## src/rtl/serial_alu_pkg.sv

```systemverilog
// serial_alu_pkg
//   Shared types and constants for the bit-serial add/sub sequencer.
//   - state_e : sequencer states IDLE / RUN / DONE
//   - OP_ADD / OP_SUB : encoding of the op input
package serial_alu_pkg;

    typedef enum logic [1:0] {
        IDLE = 2'd0,
        RUN  = 2'd1,
        DONE = 2'd2
    } state_e;

    localparam logic OP_ADD = 1'b0;
    localparam logic OP_SUB = 1'b1;

endpackage

```

## src/rtl/full_adder_1b.sv

```systemverilog
// full_adder_1b
//   Single-bit full-adder cell; the only arithmetic resource of the serial adder.
//   Ports:
//     a, b, cin  in   operand bits and carry-in
//     sum        out  a ^ b ^ cin
//     cout       out  majority(a, b, cin)
module full_adder_1b (
    input  logic a,
    input  logic b,
    input  logic cin,
    output logic sum,
    output logic cout
);

    assign sum  = a ^ b ^ cin;
    assign cout = (a & b) | (a & cin) | (b & cin);

endmodule

```

## src/rtl/serial_shift_reg.sv

```systemverilog
// serial_shift_reg
//   WIDTH-bit register with parallel load and right shift; serial data enters at the MSB.
//   Load takes priority over shift.
//   Ports:
//     clock, reset  in   rising-edge clock, asynchronous active-high clear
//     load          in   capture load_data
//     shift         in   q <= {serial_in, q[WIDTH-1:1]}
//     load_data     in   WIDTH-bit parallel value
//     serial_in     in   bit shifted into the MSB
//     q             out  register contents
//     serial_out    out  current LSB
module serial_shift_reg #(
    parameter int unsigned WIDTH = 32
) (
    input  logic             clock,
    input  logic             reset,
    input  logic             load,
    input  logic             shift,
    input  logic [WIDTH-1:0] load_data,
    input  logic             serial_in,
    output logic [WIDTH-1:0] q,
    output logic             serial_out
);

    logic [WIDTH-1:0] q_q, q_d;

    always_comb begin
        q_d = q_q;
        if (load) begin
            q_d = load_data;
        end else if (shift) begin
            q_d = {serial_in, q_q[WIDTH-1:1]};
        end
    end

    always_ff @(posedge clock or posedge reset) begin
        if (reset) begin
            q_q <= '0;
        end else begin
            q_q <= q_d;
        end
    end

    assign q          = q_q;
    assign serial_out = q_q[0];

endmodule

```

## src/rtl/serial_adder_ctrl.sv

```systemverilog
// serial_adder_ctrl
//   Bit-serial add/sub sequencer. One full-adder cell is time-shared over WIDTH cycles,
//   LSB first, to form a WIDTH-bit sum. Operands arrive on a valid/ready handshake and the
//   result leaves on a valid/ready handshake with carry and signed-overflow flags.
//   Optional feature macro: SERIAL_SUB_EN -- when defined, op=1 computes A-B as A + ~B + 1;
//   when undefined, op is ignored and every operation is an ADD.
//   Ports:
//     clock, reset          rising-edge clock, asynchronous active-high reset
//     in_valid / in_ready   operand handshake (in_ready high only in IDLE)
//     op                    0 = ADD, 1 = SUB
//     data_a, data_b        operands, sampled only on the accept edge
//     out_valid / out_ready result handshake (out_valid high only in DONE)
//     result                A+B or A-B, modulo 2^WIDTH
//     carry_out             carry out of the MSB (SUB: 1 = no borrow)
//     overflow              carry into MSB ^ carry out of MSB
module serial_adder_ctrl
    import serial_alu_pkg::*;
#(
    parameter int unsigned WIDTH = 32
) (
    input  logic             clock,
    input  logic             reset,
    input  logic             in_valid,
    output logic             in_ready,
    input  logic             op,
    input  logic [WIDTH-1:0] data_a,
    input  logic [WIDTH-1:0] data_b,
    output logic             out_valid,
    input  logic             out_ready,
    output logic [WIDTH-1:0] result,
    output logic             carry_out,
    output logic             overflow
);

    localparam int unsigned      CNT_W    = (WIDTH > 2) ? $clog2(WIDTH) : 1;
    localparam logic [CNT_W-1:0] CNT_LAST = CNT_W'(WIDTH - 1);

    state_e           state_q, state_d;
    logic             in_ready_q, in_ready_d;
    logic             out_valid_q, out_valid_d;
    logic             carry_q, carry_d;
    logic             overflow_q, overflow_d;
    logic [CNT_W-1:0] cnt_q, cnt_d;

    logic             accept;
    logic             shift_en;
    logic             sub_sel;
    logic [WIDTH-1:0] b_load;
    logic             sa_bit, sb_bit;
    logic             fa_sum, fa_cout;
    logic [WIDTH-1:0] unused_sa_q, unused_sb_q;
    logic             unused_res_bit;

    assign accept   = (state_q == IDLE) && in_valid;
    assign shift_en = (state_q == RUN);

`ifdef SERIAL_SUB_EN
    assign sub_sel = (op == OP_SUB);
    assign b_load  = sub_sel ? ~data_b : data_b;
`else
    logic unused_op;
    assign unused_op = op;
    assign sub_sel   = OP_ADD;
    assign b_load    = data_b;
`endif

    serial_shift_reg #(.WIDTH(WIDTH)) u_sa (
        .clock      (clock),
        .reset      (reset),
        .load       (accept),
        .shift      (shift_en),
        .load_data  (data_a),
        .serial_in  (1'b0),
        .q          (unused_sa_q),
        .serial_out (sa_bit)
    );

    serial_shift_reg #(.WIDTH(WIDTH)) u_sb (
        .clock      (clock),
        .reset      (reset),
        .load       (accept),
        .shift      (shift_en),
        .load_data  (b_load),
        .serial_in  (1'b0),
        .q          (unused_sb_q),
        .serial_out (sb_bit)
    );

    // Result is cleared on accept so an aborted or previous operation leaves no residue;
    // after WIDTH shifts every bit has been replaced by a sum bit.
    serial_shift_reg #(.WIDTH(WIDTH)) u_res (
        .clock      (clock),
        .reset      (reset),
        .load       (accept),
        .shift      (shift_en),
        .load_data  ('0),
        .serial_in  (fa_sum),
        .q          (result),
        .serial_out (unused_res_bit)
    );

    full_adder_1b u_fa (
        .a    (sa_bit),
        .b    (sb_bit),
        .cin  (carry_q),
        .sum  (fa_sum),
        .cout (fa_cout)
    );

    always_comb begin
        state_d     = state_q;
        in_ready_d  = in_ready_q;
        out_valid_d = out_valid_q;
        carry_d     = carry_q;
        overflow_d  = overflow_q;
        cnt_d       = cnt_q;
        case (state_q)
            IDLE: begin
                if (in_valid) begin
                    state_d    = RUN;
                    in_ready_d = 1'b0;
                    carry_d    = sub_sel;
                    cnt_d      = '0;
                end
            end
            RUN: begin
                carry_d = fa_cout;
                if (cnt_q == CNT_LAST) begin
                    // carry_q is the carry into the MSB on this last bit
                    overflow_d  = carry_q ^ fa_cout;
                    out_valid_d = 1'b1;
                    state_d     = DONE;
                end else begin
                    cnt_d = cnt_q + 1'b1;
                end
            end
            DONE: begin
                if (out_ready) begin
                    state_d     = IDLE;
                    out_valid_d = 1'b0;
                    in_ready_d  = 1'b1;
                end
            end
            default: begin
                state_d     = IDLE;
                in_ready_d  = 1'b1;
                out_valid_d = 1'b0;
            end
        endcase
    end

    always_ff @(posedge clock or posedge reset) begin
        if (reset) begin
            state_q     <= IDLE;
            in_ready_q  <= 1'b1;
            out_valid_q <= 1'b0;
            carry_q     <= 1'b0;
            overflow_q  <= 1'b0;
            cnt_q       <= '0;
        end else begin
            state_q     <= state_d;
            in_ready_q  <= in_ready_d;
            out_valid_q <= out_valid_d;
            carry_q     <= carry_d;
            overflow_q  <= overflow_d;
            cnt_q       <= cnt_d;
        end
    end

    assign in_ready  = in_ready_q;
    assign out_valid = out_valid_q;
    assign carry_out = carry_q;
    assign overflow  = overflow_q;

endmodule

```

## config.mk

```make
export PLATFORM = sky130hd
export DESIGN_NAME = serial_adder_ctrl
export DESIGN_NICKNAME = d
export VERILOG_FILES = /design/src/rtl/serial_alu_pkg.sv /design/src/rtl/full_adder_1b.sv /design/src/rtl/serial_shift_reg.sv /design/src/rtl/serial_adder_ctrl.sv
export SDC_FILE = /design/constraint.sdc
export NUM_CORES = 1
export LEC_CHECK = 0
export CELL_PAD_IN_SITES_DETAIL_PLACEMENT = 1
export CELL_PAD_IN_SITES_GLOBAL_PLACEMENT = 2
export CORE_MARGIN = 10
export CORE_UTILIZATION = 30
export DETAILED_ROUTE_END_ITERATION = 10
export PLACE_DENSITY = 0.84
export SETUP_SLACK_MARGIN = 0.1
export SLEW_MARGIN = 10
export SYNTH_ARGS = -nofsm -noshare
export SYNTH_HDL_FRONTEND = slang
export SYNTH_SLANG_ARGS = --single-unit
```

## constraint.sdc

```tcl
create_clock -name clock -period 4.3 [get_ports clock]
set_clock_uncertainty 0.15 [all_clocks]
set_input_delay 0.86 -clock clock [delete_from_list [all_inputs] [get_ports clock]]
set_output_delay 0.86 -clock clock [all_outputs]
set_load 0.005 [all_outputs]
```

==> reports/metrics.csv <==
metric,value,unit
placeableCoreArea,0.0147,sq mm
critical_path_s_slowest_cell,dfstp_2,
synth_top_area_cell,dfrtp_1,
max_slew_headroom,34.7,%
drt_first_iter_violations,227,
buffer_ports.inserted,103,
first_pass_drt_iterations,4,
ys_types,29,
dp_hpwl,8430,um
critical_path_class,reg -> out,
tritoncts,built,
cts-root-buf,clkbuf_16,
ctsResizeCount,0,
cts_buffers,9,
ant_nets,0,
hold_buffers,0,
post_synth_instance_area,0.00456,sq mm
maxCapViolations,0,
final_common_cell,nand2_1,
period_minus_slack,2.40,ns
grt_antenna_before_repair,0,
post_synth_main_area_contributors,"dfrtp_1, nand2_1, a22oi_1",
cp_data_required_time,3.29,ns
fin_crit_sh,55.7,%
ff2ff_setup_slack,1.99,ns
gpl.final_weighted_congestion,0.747,
setup_viol_count_final,0,
die_width,143,um
synth_sequential_area_ratio,58.8,%
cts.htree.levels,3,
cts.path.max_buffers,2,
detailroute.via_count,3607,
rows,44,
syn-num-nets,539,
worst_skew_pair.late_latency,0.35,ns
share_of_cells_above_drive_strength_1,5.37,%
p_leak,0.00287,uW
route.detailed.drc,0,
clkSlewWorstSetupHoldPaths,0.06,ns
worst-path-buf-inv,1,
numClockSinks,107,
yosysWarningCount,0,
globalRouteTotalUtil,12.4,%
worstPathCellList,clkdlybuf4s50_1,
insertedDiodeCount,0,
grt_overflow_total,0,
place_ws,1.58,ns
max_freq,417,MHz
critPathMaxFanout,3,
fin_setup_tns,0,ns
grt_max_degree,58,
worst_path_largest_cell_delay,0.54,ns
fillerInstances,1671,
finalNetCount,626,
fp.dieArea,0.0205,sq mm
run_status,finished clean,
vdd_drop_max,223,uV
ioPinCount,105,
yosys.area.top_type_share,58.2,%
die-height,143,um
postLayoutCellArea,0.00602,sq mm
worstMarginPinSlew,0.978,ns
drt-wirelength-per-cell,16.5,um
final_max_slew_viol_count,0,
grt_first_pass_wirelength,20400,um
power-per-cell-area,650,mW/mm^2
start_util,31.0,%
layout_common_cells,"nand2_1, dfrtp_1, clkdlybuf4s50_1",
post_synth.cell_area_avg,9.76,sq um
finalWorstSetupSlack,1.90,ns
post_cts.repair.setup_buffers,0,
rsz0062_at_grt,no,
synth_cells,467,
final_hold_viol_count,0,
cp-start-kind,flop,
timing.hold.worst.class,reg -> reg,
synthToLayoutAreaGrowth,32.1,%
postSynthRegisterBits,107,
critPathTopFamily,flip-flops,
place_area,0.00569,sq mm
vias_per_instance,4.85,
first_global_vias,3905,
cp-end-kind,output pin,
crit_path_arrival_time,1.39,ns
drt-total-wl,12300,um
## final cells by class
type                            instances  area, sq um  share of cell area [%]
Clock inverter                          4         72.6                    1.21
Timing Repair Buffer                  110         1120                    18.6
Multi-Input combinational cell        320         1640                    27.2
Sequential cell                       107         2680                    44.5
Tap cell                              184          230                    3.82
Inverter                                6         25.0                   0.416
Clock buffer                           12          256                    4.26
## cell usage after synthesis
cell	instances
buf_2	12
o21ai_0	3
a21oi_1	2
dfstp_2	1
clkbuf_1	4
buf_6	8
inv_1	6
o31ai_1	1
mux2_2	2
o22a_1	1
and3_1	1
buf_4	10
nand2b_1	1
a22o_1	2
xnor2_1	2
a22oi_1	62
nand2_1	193
fa_1	1
nand4_1	1
mux2i_1	1
nand3_1	35
ha_1	2
nor4bb_1	1
or3b_1	1
nor2_1	4
nor2b_2	1
nor3b_2	2
dfrtp_1	106
o21bai_2	1
## metal layers
layer,share of wire (%),track usage (%)
met1,47,16.0
met2,47,19.7
met3,5.3,3.91
met4,0.92,3.39
met5,0,0
## kinds of logic after synthesis
logic type	Yosys count	synth area share [%]
simple gates	240	21.6
flops	107	58.8
compound gates	72	11.7
buf+inv	40	5.76
mux	3	0.714
fa+ha+maj	3	0.988
xor+xnor	2	0.384
## worst paths after layout
path | start | to | cells after the start
min in group asynchronous | reset | u_res.q[10] | 2
min | u_sb.q[0] | u_sb.q[0] | 2
max reg2reg | state_q[0] | u_sa.q[21] | 4
max in group asynchronous | reset | u_sa.q[6] | 3
max | in_ready | in_ready | 1
min reg2reg | u_sb.q[0] | u_sb.q[0] | 2
## power breakdown
part | total, uW | internal (uW) | switching, uW
logic | 1300 | 640 | 660
registers | 1700 | 1420 | 278
clock network | 911 | 542 | 369
total | 3910 | 2610 | 1310
## registers in the layout, summed over array words and instances (netlist names)
name and cells:
out_valid 1, in_ready 1, cnt_q 5, u_sb.q 32, carry_out 1, u_sa.q 32, overflow 1, state_q 2
u_res.q 32
## through the flow
stage / power (uW) / hold WS, ns / utilization [%] / std cells
2_1_floorplan: 2490 / 0.287 / - / 467
3_3_place_gp: 2960 / 0.307 / 38.7 / 727
3_5_place_dp: 3050 / 0.314 / 38.7 / 727
4_1_cts: 3980 / 0.331 / 41.0 / 743
5_1_grt: 4240 / 0.350 / 41.0 / 743
6_report: 3910 / 0.325 / 41.0 / 743
Note: power is estimated with default switching activity, not from simulation.
